==> src/rtl/axis_master_tx.sv <==
// ============================================================================
// Module      : axis_master_tx
// Description : AXI4-Stream master transmitter. It buffers local push beats in
//               a small FIFO and latches frame sideband (ID/DEST/USER) once per
//               frame. Optional macro AXIS_TX_STATS_EN adds transfer counters.
// Revision    : 1.0 - initial release
// ============================================================================
`default_nettype none

module axis_master_tx #(
  parameter int NUM_BYTES  = 4,
  parameter int FIFO_DEPTH = 4
) (
  input  logic                           ACLK,
  input  logic                           ARESETn,
  input  logic                           in_valid,
  output logic                           in_ready,
  input  logic [8*NUM_BYTES-1:0]         in_data,
  input  logic [NUM_BYTES-1:0]           in_keep,
  input  logic                           in_last,
  input  logic [7:0]                     in_id,
  input  logic [3:0]                     in_dest,
  input  logic [16:0]                    in_user,
  output logic                           TVALID,
  input  logic                           TREADY,
  output logic [8*NUM_BYTES-1:0]         TDATA,
  output logic [NUM_BYTES-1:0]           TSTRB,
  output logic [NUM_BYTES-1:0]           TKEEP,
  output logic                           TLAST,
  output logic [7:0]                     TID,
  output logic [3:0]                     TDEST,
  output logic [16:0]                    TUSER,
  output logic                           busy,
`ifdef AXIS_TX_STATS_EN
  output logic [15:0]                    tx_frames,
  output logic [31:0]                    tx_beats,
`endif
  output logic [$clog2(FIFO_DEPTH):0]    fifo_level
);

  localparam int AW = $clog2(FIFO_DEPTH);
  localparam int LW = AW + 1;
  // Open frames: up to FIFO_DEPTH stored frames plus one still arriving.
  localparam int FW = $clog2(FIFO_DEPTH + 2);

  localparam logic [0:0] ST_IDLE     = 1'b0;
  localparam logic [0:0] ST_IN_FRAME = 1'b1;

  logic [0:0]             state;
  logic [7:0]             sb_id;
  logic [3:0]             sb_dest;
  logic [16:0]            sb_user;
  logic [AW-1:0]          wr_ptr;
  logic [AW-1:0]          rd_ptr;
  logic [LW-1:0]          count;
  logic [LW-1:0]          count_nxt;
  logic                   full;
  logic                   rdy_en;
  logic [FW-1:0]          frames_open;

  logic [8*NUM_BYTES-1:0] mem_data [FIFO_DEPTH];
  logic [NUM_BYTES-1:0]   mem_keep [FIFO_DEPTH];
  logic                   mem_last [FIFO_DEPTH];
  logic [7:0]             mem_id   [FIFO_DEPTH];
  logic [3:0]             mem_dest [FIFO_DEPTH];
  logic [16:0]            mem_user [FIFO_DEPTH];

  logic                   accept;
  logic                   null_beat;
  logic                   push;
  logic                   pop;
  logic                   frame_start;
  logic                   frame_end;
  logic [8*NUM_BYTES-1:0] in_data_masked;
  logic [7:0]             cur_id;
  logic [3:0]             cur_dest;
  logic [16:0]            cur_user;

  // in_ready is derived only from registered state, never from TREADY.
  assign in_ready    = rdy_en & ~full;
  assign accept      = in_valid & in_ready;
  assign null_beat   = (in_keep == '0) & ~in_last;
  assign push        = accept & ~null_beat;
  assign pop         = TVALID & TREADY;
  assign frame_start = accept & (state == ST_IDLE);
  assign frame_end   = pop & TLAST;

  assign cur_id   = (state == ST_IDLE) ? in_id   : sb_id;
  assign cur_dest = (state == ST_IDLE) ? in_dest : sb_dest;
  assign cur_user = (state == ST_IDLE) ? in_user : sb_user;

  always_comb begin
    in_data_masked = '0;
    for (int b = 0; b < NUM_BYTES; b++) begin
      if (in_keep[b]) begin
        in_data_masked[8*b +: 8] = in_data[8*b +: 8];
      end
    end
  end

  always_comb begin
    count_nxt = count;
    case ({push, pop})
      2'b10:   count_nxt = count + LW'(1);
      2'b01:   count_nxt = count - LW'(1);
      default: count_nxt = count;
    endcase
  end

  always_ff @(posedge ACLK or negedge ARESETn) begin
    if (!ARESETn) begin
      state   <= ST_IDLE;
      sb_id   <= '0;
      sb_dest <= '0;
      sb_user <= '0;
    end else if (accept) begin
      if (state == ST_IDLE) begin
        sb_id   <= in_id;
        sb_dest <= in_dest;
        sb_user <= in_user;
      end
      state <= in_last ? ST_IDLE : ST_IN_FRAME;
    end
  end

  always_ff @(posedge ACLK or negedge ARESETn) begin
    if (!ARESETn) begin
      wr_ptr <= '0;
      rd_ptr <= '0;
      count  <= '0;
      full   <= 1'b0;
      rdy_en <= 1'b0;
    end else begin
      rdy_en <= 1'b1;
      count  <= count_nxt;
      full   <= (count_nxt == LW'(FIFO_DEPTH));
      if (push) begin
        wr_ptr <= wr_ptr + AW'(1);
      end
      if (pop) begin
        rd_ptr <= rd_ptr + AW'(1);
      end
    end
  end

  // Storage holds no reset: outputs are gated by TVALID instead.
  always_ff @(posedge ACLK) begin
    if (push) begin
      mem_data[wr_ptr] <= in_data_masked;
      mem_keep[wr_ptr] <= in_keep;
      mem_last[wr_ptr] <= in_last;
      mem_id[wr_ptr]   <= cur_id;
      mem_dest[wr_ptr] <= cur_dest;
      mem_user[wr_ptr] <= cur_user;
    end
  end

  always_ff @(posedge ACLK or negedge ARESETn) begin
    if (!ARESETn) begin
      frames_open <= '0;
    end else begin
      case ({frame_start, frame_end})
        2'b10:   frames_open <= frames_open + FW'(1);
        2'b01:   frames_open <= frames_open - FW'(1);
        default: frames_open <= frames_open;
      endcase
    end
  end

  assign busy       = (frames_open != '0);
  assign fifo_level = count;
  assign TVALID     = (count != '0);
  assign TSTRB      = TKEEP;

  always_comb begin
    TDATA = '0;
    TKEEP = '0;
    TLAST = 1'b0;
    TID   = '0;
    TDEST = '0;
    TUSER = '0;
    if (TVALID) begin
      TDATA = mem_data[rd_ptr];
      TKEEP = mem_keep[rd_ptr];
      TLAST = mem_last[rd_ptr];
      TID   = mem_id[rd_ptr];
      TDEST = mem_dest[rd_ptr];
      TUSER = mem_user[rd_ptr];
    end
  end

`ifdef AXIS_TX_STATS_EN
  always_ff @(posedge ACLK or negedge ARESETn) begin
    if (!ARESETn) begin
      tx_frames <= '0;
      tx_beats  <= '0;
    end else if (pop) begin
      tx_beats <= tx_beats + 32'd1;
      if (TLAST) begin
        tx_frames <= tx_frames + 16'd1;
      end
    end
  end
`endif

endmodule

`default_nettype wire

==> config.mk <==
export PLATFORM = sky130hd
export DESIGN_NAME = axis_master_tx
export DESIGN_NICKNAME = d
export VERILOG_FILES = /design/src/rtl/axis_master_tx.sv
export SDC_FILE = /design/constraint.sdc
export NUM_CORES = 1
export LEC_CHECK = 0
export CORE_ASPECT_RATIO = 1.25
export CORE_MARGIN = 2
export CORE_UTILIZATION = 40
export DETAILED_ROUTE_END_ITERATION = 12
export SKIP_CTS_REPAIR_TIMING = 1
export SLEW_MARGIN = 25
export SYNTH_ARGS = -nofsm -noshare
export SYNTH_HDL_FRONTEND = slang
export SYNTH_SLANG_ARGS = --single-unit
==> constraint.sdc <==
create_clock -name ACLK -period 3.2 [get_ports ACLK]
set_input_delay 0.64 -clock ACLK [delete_from_list [all_inputs] [get_ports ACLK]]
set_output_delay 0.64 -clock ACLK [all_outputs]
set_load 0.03 [all_outputs]
* Word-level counts from Yosys, hierarchy flattened
Memory sizes are Yosys's and may differ from the RTL's. Cells that the tools add are included.
Word-level totals: bits in writable memories 264, output and inout bits 76, word-level logic and storage cells 60, bits of input ports 70, memories kept 6, flip-flop bits (word level) 42
Memory list:
- mem_data | depth 4, bits a word 32, rd ports 1, clocked after Yosys merged registers in 0, write ports 1, RTL line 61 | logic [8*NUM_BYTES-1:0] mem_data [FIFO_DEPTH];
- mem_user | depth 4, bits a word 17, rd ports 1, clocked after Yosys merged registers in 0, write ports 1, RTL line 66 | logic [16:0] mem_user [FIFO_DEPTH];
- mem_id | depth 4, bits a word 8, rd ports 1, clocked after Yosys merged registers in 0, write ports 1, RTL line 64 | logic [7:0] mem_id [FIFO_DEPTH];
- mem_dest | depth 4, bits a word 4, rd ports 1, clocked after Yosys merged registers in 0, write ports 1, RTL line 65 | logic [3:0] mem_dest [FIFO_DEPTH];
- mem_keep | depth 4, bits a word 4, rd ports 1, clocked after Yosys merged registers in 0, write ports 1, RTL line 62 | logic [NUM_BYTES-1:0] mem_keep [FIFO_DEPTH];
- mem_last | depth 4, bits a word 1, rd ports 1, clocked after Yosys merged registers in 0, write ports 1, RTL line 63 | logic mem_last [FIFO_DEPTH];
Operators by class: eq/ne operators 5, bitwise operators 11, reduce and logical (&&, ||, !) cells 4, muxes and demuxes 18, add/subtract/negate cells 6
Operators by type and width (count):
- $mux 8 | 6
- $mux 17 | 2
- $mux 32 | 1
- $mux 4 | 3
- $pmux 3 s2 | 2
- $and 1x1->1 | 7
- $add 3x1->3 const B | 2
- $reduce_bool 3->1 | 2
- $sub 3x1->3 const B | 2
- $add 2x1->2 const B | 2
- $eq 2x1->1 const B | 2
- $eq 2x2->1 const B | 2
- $logic_not 4->1 | 1
- $mux 1 | 4
- $not 1->1 | 4
- $eq 3x3->1 const B | 1
- $reduce_bool 2->1 | 1

* Longest topological paths before layout
depth after elaboration 7, mapped depth 10, gate-level depth less buffers 9

* Worst setup path after synthesis
OpenSTA, ideal clock, no wires.
kind input to register, from input port in_valid, to memory mem_data[2][0] in the netlist's numbering (enable), setup time 0.431 ns, path slack 0.003 ns, required time 2.769 ns, arrival 2.766 ns, path buffers 0, stages on the path 3, path through nand3b_1 > a21oi_1 > and2_1
On the way: cells in the longest elaborated chain, start to end 4
Ends and longest elaborated chain:
- start, declared | RTL line 16 | input logic in_valid,
- $and 1x1->1 | RTL line 81 | assign accept = in_valid & in_ready;
- $and 1x1->1 | RTL line 83 | assign push = accept & ~null_beat;
- $mux 1 | RTL line 148 | if (push) begin
- $mux 1 (implied by the code) | RTL line 149 | mem_data[wr_ptr] <= in_data_masked;
- end, declared | RTL line 61
No other way between the ends.

* Worst setup path after layout
from register rd_ptr[0], to output port TUSER[15]
On the way: cells in the longest elaborated chain, start to end 2
Ends and longest elaborated chain:
- start, declared | RTL line 54 | logic [AW-1:0] rd_ptr;
- start signal, assigned | RTL line 141 | rd_ptr <= rd_ptr + AW'(1);
- $mem_v2 4x17
- $mux 17 | RTL line 182 | if (TVALID) begin
- end, declared | RTL line 32 | output logic [16:0] TUSER,
No other way between the ends.

==> metrics.yaml <==
power_leakage_nw: 6.01
tns_ns: 0
drc: 0
crit_path_top_delay_cell: "clkdlybuf4s50_1"
synth_nets: 690
critPathArrivalTime_ns: 2.47
clock_sinks: 306
final_util_pct: 52.0
status: "completed"
firstDrtPassIters: 4
critPathCaptureType: "primary output"
cap_viol_max_count: 0
first_global_vias: 6885
setup.worst_path.class: "flip-flop to primary output"
finalClockSkew_ns: 0.0189
r2r_cells: 9
dieHeight_um: 200
crit_start: "rd_ptr[0]"
clk_pin_slew_ns: 0.06
post_drt_wl_per_cell_um: 20.8
max_stage_delay_ns: 0.59
seq_area_frac_synth_pct: 72.8
nNetsFinal: 871
antenna_found_initial: 0
period_share_pct: 97.3
yosysWarnings: 0
vias_per_cell: 5.00
rrSetupSlack_ns: 0.58
wirelength_mm: 25.3
worstSetupStartpointType: "flip-flop"
first_iter_violations: 265
relSlewSlack_pct: 60.0
routed-via-count: 6094
required_ns: 2.56
clk_root_buffer_cell: "clkbuf_16"
critPathMaxFanout: 6
area_growth_pct: 27.5
grt_usage_pct: 15.6
cts_tree: "built"
start_util_pct: 40.8
num_rows: 71
cts_max_level: 1
powerDensity_nw_per_um2: 957
cp-endpoint: "TUSER[15]"
grt_pass1_wl_mm: 38.8
ios: 146
cp_cell_sequence: "buf_4, mux4_2, and2_1, clkdlybuf4s50_1"
drive_above_1_share_pct: 27.1
dp.cells: 1156
fp.dieArea_um2: 32200
finalHoldViolations: 0
nFillCells: 2468
slew_viol_final: 0
dpl.hpwl_mm: 16.1
globalplace.congestion: 0.699
die_width_um: 161
clkLatencyLatePin_ns: 0.55
grt_max_degree: 52
clk_path_buf_depth: 3
synth.distinct_cells: 30
setup_viol: 0
r2r-end: "full"
vdd_drop_max_mv: 0.644
cts_buffers: 30
hold_class: "input pin to async pin"
instances_no_fill: 1219
grt_overflow: 0
tightest_slew_ns: 0.599
fmax_ghz: 0.321
ant_nets: 0
syn_area_per_cell_um2: 20.1
synth_area_um2: 12300
netlist_instances: 612
period_minus_slack_ns: 3.11
ys_ff_latch: 306
r2r_start: "fifo_level[1]"
core-area_um2: 30200
portBuffers: 145
total_power_w: 0.0150
## per-stage QoR
| step | hold slack [ns] | setup slack, ns | area [um2] |
|---|---|---|---|
| 2_1_floorplan | 0.344 | 0.00306 | 12300 |
| 3_3_place_gp | 0.450 | 0.175 | 14500 |
| 3_5_place_dp | 0.455 | 0.173 | 14500 |
| 4_1_cts | 0.102 | -0.333 | 15500 |
| 5_1_grt | 0.134 | -0.00759 | 15700 |
| 6_report | 0.102 | 0.0868 | 15700 |
## final cells by class
| type | count | area [um2] | share of cell area, % |
|---|---|---|---|
| antenna | 1 | 2.50 | 0.0159 |
| clock buffer | 36 | 795 | 5.05 |
| clock inverter | 20 | 228 | 1.45 |
| inverter | 9 | 33.8 | 0.215 |
| multi-input combinational | 264 | 3110 | 19.8 |
| sequential | 306 | 8990 | 57.2 |
| tap | 401 | 502 | 3.19 |
| timing repair buffer | 182 | 2060 | 13.1 |
## cells by family (layout without fill, tap and decap cells)
family / count (synthesis) / count (layout) / share of synthesized area [%]
DFF: 306 / 306 / 72.8
muxes: 127 / 127 / 17.6
and+or+nand+nor: 116 / 116 / 5.80
buffers and inverters: 42 / 247 / 2.03
adders and majority gates: 8 / 8 / 0.934
xor gates and xnor gates: 8 / 8 / 0.568
AOI/OAI and AO/OA: 4 / 4 / 0.183
other: 1 / 2 / 0.0304
## cell usage in the layout, fill, tap and decap left out, types with 2 or more instances in the layout
cell type and instances:
edfxtp_1 264, and2_1 99, clkdlybuf4s50_1 76, mux4_2 66, dlymetal6s2s_1 65, mux2_2 59
dfrtp_1 39, clkbuf_16 31, buf_4 26, buf_12 14, inv_1 9, clkinv_2 7
ha_1 6, bufinv_16 5, clkinv_1 5, clkbuf_1 5, xnor2_1 4, xor2_1 4
and2_4 4, mux2i_1 2, nor2_1 2, o21ai_0 2, or3_1 2, nand2_1 2
fa_1 2, clkinvlp_4 2, dfrtp_4 2
## flip-flops by register name, summed over array words and instances, names as in the netlist, 3 cells and up
name	count
mem_user	68
mem_keep	16
fifo_level	3
sb_id	8
mem_last	4
mem_dest	16
sb_user	17
mem_id	32
frames_open	3
mem_data	128
sb_dest	4
## critical path: cells and delay by family, from the launching register on
kind	cells	cell delay (ns)
muxes	1	0.50
DFF	1	0.47
and+or+nand+nor	1	0.18
buffers and inverters	2	0.78
## worst min-delay path by stage
stage | slack [ns] | start | end | cells past startpoint
floorplan | 0.34 | ARESETn | fifo_level[0] | 0
global placement | 0.45 | frames_open[2] | frames_open[2] | 1
detailed placement | 0.46 | frames_open[2] | frames_open[2] | 1
CTS | 0.10 | ARESETn | sb_dest[2] | 1
global route | 0.13 | ARESETn | sb_dest[2] | 1
finish | 0.10 | ARESETn | sb_dest[2] | 1
## metal layers
| metal | share of wire (%) | vias to the layer above | global-route usage [%] |
|---|---|---|---|
| met4 | 1.9 | 0 | 3.95 |
| met1 | 42 | 3157 | 20.1 |
| met2 | 51 | 156 | 27.5 |
| li1 | - | 2743 | - |
| met5 | 0 | - | 0 |
| met3 | 4.8 | 38 | 2.48 |
## cells in the mapped netlist
cell type	n	area share (%)
nand3b_1	1	0.061
nor3_1	1	0.041
clkbuf_1	9	0.27
o21ai_0	2	0.081
and3_1	1	0.051
buf_12	3	0.49
nor2_1	2	0.061
mux2_2	59	5.4
xor2_1	4	0.28
nor2b_1	1	0.051
edfxtp_1	264	64
dfrtp_1	42	8.5
nand2_1	2	0.061
a21oi_1	1	0.041
buf_1	3	0.091
mux2i_1	2	0.16
buf_6	1	0.091
conb_1	1	0.030
and2_1	103	5.2
a211oi_1	1	0.061
buf_4	6	0.37
nand3_1	1	0.041
buf_2	11	0.45
xnor2_1	4	0.28
mux4_2	66	12
fa_1	2	0.32
inv_1	9	0.27
or3_1	3	0.15
or2_2	1	0.051
ha_1	6	0.61
## report_power, final
group / switching, W / internal [W]
combinational: 0.00323 / 0.00286
clock: 0.00141 / 0.00217
sequential: 0.000276 / 0.00510
Note: power is estimated with default switching activity, not from simulation.
